--- config.mk ---
export PLATFORM = sky130hd
export DESIGN_NAME = ama_riscv_operand_stage
export DESIGN_NICKNAME = d
export VERILOG_FILES = /design/src/rtl/ama_riscv_operand_stage.sv
export SDC_FILE = /design/constraint.sdc
export NUM_CORES = 1
export LEC_CHECK = 0
export ABC_AREA = 1
export CORE_ASPECT_RATIO = 1.4
export CORE_MARGIN = 1
export CORE_UTILIZATION = 45
export CTS_CLUSTER_DIAMETER = 30
export DETAILED_ROUTE_END_ITERATION = 10
export PLACE_DENSITY = 0.88
export SYNTH_ARGS = -nofsm -noshare
export SYNTH_HDL_FRONTEND = slang
export SYNTH_SLANG_ARGS = --single-unit
--- constraint.sdc ---
create_clock -name clk -period 3.81 [get_ports clk]
set_clock_uncertainty 0.1 [all_clocks]
set_input_delay 0.5715 -clock clk [delete_from_list [all_inputs] [get_ports clk]]
set_output_delay 0.5715 -clock clk [all_outputs]
set_load 0.01 [all_outputs]
--- src/rtl/ama_riscv_operand_stage.sv ---
// ID-side operand stage: resolves RAW hazards by EX/WB forwarding, inserts load-use bubbles and
// registers resolved operands into ID/EX. Define AMA_RISCV_OPSTAGE_PERF_EN for stall/fwd counters.
module ama_riscv_operand_stage #(
  parameter int unsigned DATA_W  = 32,
  parameter int unsigned ADDR_W  = 5,
  parameter int unsigned REG_NUM = 32
) (
  input  logic              clk,
  input  logic              rst,
  input  logic              id_valid,
  input  logic [ADDR_W-1:0] id_rs1,
  input  logic [ADDR_W-1:0] id_rs2,
  input  logic              id_rs1_used,
  input  logic              id_rs2_used,
  input  logic [ADDR_W-1:0] id_rd,
  input  logic              id_rd_we,
  input  logic [DATA_W-1:0] rf_data_a,
  input  logic [DATA_W-1:0] rf_data_b,
  input  logic [ADDR_W-1:0] ex_rd,
  input  logic              ex_rd_we,
  input  logic              ex_is_load,
  input  logic [DATA_W-1:0] ex_result,
  input  logic [ADDR_W-1:0] wb_rd,
  input  logic              wb_we,
  input  logic [DATA_W-1:0] wb_data,
  input  logic              flush,
  input  logic              hold,
  output logic              stall_id,
  output logic              ex_valid,
  output logic [DATA_W-1:0] ex_op_a,
  output logic [DATA_W-1:0] ex_op_b,
  output logic [ADDR_W-1:0] ex_rd_o,
`ifdef AMA_RISCV_OPSTAGE_PERF_EN
  output logic [31:0]       perf_stall_cnt,
  output logic [31:0]       perf_fwd_cnt,
`endif
  output logic              ex_rd_we_o
);

  if (REG_NUM > (1 << ADDR_W)) begin : g_cfg_check
    $error("REG_NUM does not fit in ADDR_W address bits");
  end

  logic              ex_hit_a, ex_hit_b, wb_hit_a, wb_hit_b;
  logic [DATA_W-1:0] op_a, op_b;
  logic              load_use, load_en;

  logic              ex_valid_q, ex_valid_d;
  logic [DATA_W-1:0] ex_op_a_q, ex_op_a_d;
  logic [DATA_W-1:0] ex_op_b_q, ex_op_b_d;
  logic [ADDR_W-1:0] ex_rd_q, ex_rd_d;
  logic              ex_rd_we_q, ex_rd_we_d;

  // A nonzero source match implies a nonzero rd, so x0 is never a forwarding source.
  always_comb begin
    ex_hit_a = (id_rs1 != '0) && ex_rd_we && !ex_is_load && (ex_rd == id_rs1);
    ex_hit_b = (id_rs2 != '0) && ex_rd_we && !ex_is_load && (ex_rd == id_rs2);
    wb_hit_a = (id_rs1 != '0) && wb_we && (wb_rd == id_rs1);
    wb_hit_b = (id_rs2 != '0) && wb_we && (wb_rd == id_rs2);

    if (id_rs1 == '0)  op_a = '0;
    else if (ex_hit_a) op_a = ex_result;
    else if (wb_hit_a) op_a = wb_data;
    else               op_a = rf_data_a;

    if (id_rs2 == '0)  op_b = '0;
    else if (ex_hit_b) op_b = ex_result;
    else if (wb_hit_b) op_b = wb_data;
    else               op_b = rf_data_b;
  end

  always_comb begin
    load_use = id_valid && ex_rd_we && ex_is_load && (ex_rd != '0) &&
               ((id_rs1_used && (id_rs1 == ex_rd)) || (id_rs2_used && (id_rs2 == ex_rd)));
    stall_id = !rst && !flush && (hold || load_use);
    load_en  = !flush && !hold && !load_use;
  end

  always_comb begin
    ex_valid_d = ex_valid_q;
    ex_op_a_d  = ex_op_a_q;
    ex_op_b_d  = ex_op_b_q;
    ex_rd_d    = ex_rd_q;
    ex_rd_we_d = ex_rd_we_q;
    if (rst || flush || (!hold && load_use)) begin
      ex_valid_d = 1'b0;
      ex_op_a_d  = '0;
      ex_op_b_d  = '0;
      ex_rd_d    = '0;
      ex_rd_we_d = 1'b0;
    end else if (!hold) begin
      ex_valid_d = id_valid;
      ex_op_a_d  = op_a;
      ex_op_b_d  = op_b;
      ex_rd_d    = id_rd;
      ex_rd_we_d = id_valid && id_rd_we;
    end
  end

  always_ff @(posedge clk) begin
    ex_valid_q <= ex_valid_d;
    ex_op_a_q  <= ex_op_a_d;
    ex_op_b_q  <= ex_op_b_d;
    ex_rd_q    <= ex_rd_d;
    ex_rd_we_q <= ex_rd_we_d;
  end

  assign ex_valid   = ex_valid_q;
  assign ex_op_a    = ex_op_a_q;
  assign ex_op_b    = ex_op_b_q;
  assign ex_rd_o    = ex_rd_q;
  assign ex_rd_we_o = ex_rd_we_q;

`ifdef AMA_RISCV_OPSTAGE_PERF_EN
  logic [31:0] perf_stall_cnt_q, perf_stall_cnt_d;
  logic [31:0] perf_fwd_cnt_q, perf_fwd_cnt_d;
  logic        stall_inc, fwd_inc;

  always_comb begin
    stall_inc = load_use && !hold && !flush;
    fwd_inc   = load_en && id_valid && (ex_hit_a || ex_hit_b || wb_hit_a || wb_hit_b);
    perf_stall_cnt_d = perf_stall_cnt_q;
    perf_fwd_cnt_d   = perf_fwd_cnt_q;
    if (rst) begin
      perf_stall_cnt_d = '0;
      perf_fwd_cnt_d   = '0;
    end else begin
      if (stall_inc && (perf_stall_cnt_q != '1)) perf_stall_cnt_d = perf_stall_cnt_q + 32'd1;
      if (fwd_inc && (perf_fwd_cnt_q != '1))     perf_fwd_cnt_d   = perf_fwd_cnt_q + 32'd1;
    end
  end

  always_ff @(posedge clk) begin
    perf_stall_cnt_q <= perf_stall_cnt_d;
    perf_fwd_cnt_q   <= perf_fwd_cnt_d;
  end

  assign perf_stall_cnt = perf_stall_cnt_q;
  assign perf_fwd_cnt   = perf_fwd_cnt_q;
`else
  logic unused_load_en;
  assign unused_load_en = load_en;
`endif

endmodule

==> results.py <==
metrics = {
    "setup_path": {
        "reg2reg_depth": 2,
        "cp.arrival_ns": 2.52,
        "cpMostUsedCell": "nand2_1",
        "crit_path_max_incr_delay_ns": 0.58,
        "r2r_start": "ex_op_a[24]",
        "cp.required_ns": 3.14,
        "cpMaxStageDelayCell": "clkdlybuf4s50_1",
        "r2r-end": "ex_op_a[24]",
        "crit_path_start_kind": "input pin",
        "path_cells": "clkdlybuf4s50_1 > inv_1 > nand2_1 > nand2_1 > nor2_1 > nand4_1 > nand2_1 > nand2_1 > a21boi_0 > clkdlybuf4s50_1",
        "worstPathMaxFanout": 4,
        "path_buf_inv": 3,
        "endpoint_kind": "primary output",
        "cp_top_family": "buffers and inverters",
        "ff2ff_setup_slack_ns": 3.03,
        "worst-setup-path-type": "input pin to primary output",
    },
    "worst_hold_path": {
        "holdPathStages": 2,
        "min-delay-start": "ex_op_b[25]",
        "hold_path.class": "flop to flop",
        "whs_endpoint": "ex_op_b[25]",
    },
    "cells_and_area": {
        "seq_area_sq_mm": 0.00142,
        "drive_above_1_share_pct": 4.68,
        "fin_util_pct": 71.5,
        "syn2layout_area_growth_pct": 54.8,
        "final_common_cell": "nand2_1",
        "multi_input_area_sq_mm": 0.00288,
        "final_cell_mix": "nand2_1 (316), clkdlybuf4s50_1 (234), nand3_1 (137)",
        "finish.instance_area_sq_mm": 0.00777,
        "fill_cells": 920,
        "fin_nets": 1249,
        "diodes": 0,
    },
    "pwr": {
        "ir_worst_vdd_uv": 221,
        "power_density_mw_per_mm2": 290,
        "pwr-share-comb_pct": 25.6,
        "p_int_mw": 1.62,
        "p_switching_mw": 0.642,
        "clkPwrFrac_pct": 39.8,
        "power_leakage_nw": 3.65,
        "switching_share_pct": 28.4,
        "p_seq_share_pct": 34.6,
    },
    "clocking": {
        "cts_buffers": 9,
        "cts_tree": "done",
        "cts-root-buf": "clkbuf_16",
        "postCtsHoldBufs": 0,
        "cts_max_level": 3,
        "clkTransAtPathRegs_ns": 0.06,
        "cts_buffer_depth": 2,
        "cts-resized-gates": 0,
        "numClockSinks": 71,
        "postCtsSetupRepairBufs": 0,
        "clock_latency_ns": 0.34,
    },
    "placement": {
        "globalplace.congestion": 0.842,
        "hpwlAfterDp_mm": 13.4,
        "placed_cell_area_sq_mm": 0.00746,
        "port_buffers": 235,
    },
    "die": {
        "start_util_pct": 46.2,
        "core_sq_mm": 0.0109,
        "boundaryPins": 236,
        "die_x_um": 91.3,
        "die_h_um": 127,
        "rows": 45,
        "die_area_sq_mm": 0.0116,
    },
    "outcome": {
        "status": "complete, no violations",
    },
    "sta": {
        "fin_crit_ns": 3.20,
        "slew_viol_final": 0,
        "period_share_pct": 83.9,
        "setup_violations": 0,
        "tightest_slew_ns": 0.783,
        "hold_viol_final": 0,
        "tns_ns": 0,
        "rsz0062_at_grt": "no",
        "relSlewSlack_pct": 47.8,
        "fmax_ghz": 0.313,
        "worst_hold_slack_ns": 0.363,
    },
    "synthesis": {
        "ys_seq_area_share_pct": 28.3,
        "synth_cell_types": 21,
        "yosysTopAreaCellShare_pct": 28.3,
        "synthTopCellsByArea": "dfxtp_1 (28%), nand2_1 (24%), nand3_1 (14%)",
        "postSynthCellCount": 882,
        "syn_nets": 1046,
        "yosys_warnings": 0,
        "yosys.area.top_type": "dfxtp_1",
        "syn_avg_cell_area_sq_um": 5.69,
        "netlist_area_sq_mm": 0.00502,
        "ys_ff_latch": 71,
    },
    "global_routing": {
        "grt_pass1_vias": 6499,
        "overflow": 0,
        "grt_max_degree": 73,
        "antenna_found_initial": 0,
        "track_usage_pct": 33.6,
        "grt_pass1_wl_mm": 30.8,
    },
    "drt": {
        "drc": 0,
        "drt_wl_total_mm": 19.5,
        "drt_iter0_drc": 510,
        "drtPass1Iterations": 5,
        "via_per_inst": 5.40,
        "ant_nets": 0,
        "wl_per_cell_um": 15.8,
        "vias": 6639,
    },
    "run": {
        "maxCapViolations": 0,
    },
}
==> power by group through the flow <==
stage / registers [mW] / clock network [mW] / logic [mW]
2_1_floorplan: 0.808 / 0 / 0.245
3_3_place_gp: 0.796 / 0 / 0.561
3_5_place_dp: 0.797 / 0 / 0.568
4_1_cts: 0.781 / 0.904 / 0.572
5_1_grt: 0.783 / 0.943 / 0.627
6_report: 0.781 / 0.898 / 0.578
==> final cells by class <==
type	instances	area share, %
Clock buffer	9	2.90
Clock inverter	6	1.11
Inverter	127	6.13
Multi-Input combinational cell	621	37.0
Sequential cell	71	18.3
Tap cell	141	2.27
Timing Repair Buffer	255	32.3
==> registers in the layout, indices dropped and copies added, names as in the netlist <==
name and count:
ex_valid 1, ex_rd_we_o 1, ex_op_b 32, ex_rd_o 5
ex_op_a 32
==> how the worst max path moves through the flow <==
| stage | slack [ns] | from | cells past startpoint | end |
|---|---|---|---|---|
| 2_1_floorplan | 1.70 | id_rs2[3] | 7 | stall_id |
| 3_3_place_gp | 0.70 | ex_rd[0] | 9 | stall_id |
| 3_5_place_dp | 0.64 | ex_rd[0] | 10 | stall_id |
| 4_1_cts | 0.62 | ex_rd[0] | 10 | stall_id |
| 5_1_grt | 0.42 | ex_rd[0] | 10 | stall_id |
| 6_report | 0.61 | ex_rd[0] | 10 | stall_id |
==> Yosys cell counts <==
library cell	instances
nand4_1	66
inv_1	121
clkbuf_1	23
nand2_1	316
buf_1	5
xnor2_1	4
nor3_1	1
inv_2	5
a21oi_2	1
dfxtp_1	71
nand3_1	138
nor2_2	5
a21boi_0	1
buf_2	28
clkinv_1	1
xor2_1	3
buf_4	7
nand2_2	1
a22oi_1	1
nor2_1	12
a21oi_1	72
==> logic make-up after synthesis <==
logic type      count (synthesis)  share of synthesized area [%]
compound gates                 75                           7.65
xor+xnor                        7                           1.22
buf+inv                       190                           15.4
flops                          71                           28.3
simple gates                  539                           47.4
==> layer usage <==
| layer | track usage (%) | wire length [um] | vias to the layer above |
|---|---|---|---|
| li1 | - | - | 3222 |
| met3 | 5.40 | 1500 | 82 |
| met4 | 21.0 | 951 | 0 |
| met1 | 37.4 | 7310 | 2964 |
| met2 | 59.4 | 9730 | 371 |
| met5 | 0 | 0 | - |
==> worst min-delay path, stage by stage, from the launching register on <==
cell     delay [ns]
dfxtp_1        0.30
nand2_1        0.06
a21oi_1        0.05
==> through the flow <==
step | worst slack (ns) | std cells | total power, mW
floorplan | 1.70 | 882 | 1.05
global placement | 0.697 | 1215 | 1.36
detailed placement | 0.640 | 1215 | 1.36
CTS | 0.616 | 1230 | 2.26
global route | 0.418 | 1230 | 2.35
finish | 0.614 | 1230 | 2.26
No activity file was read; power rests on OpenSTA's default activity.
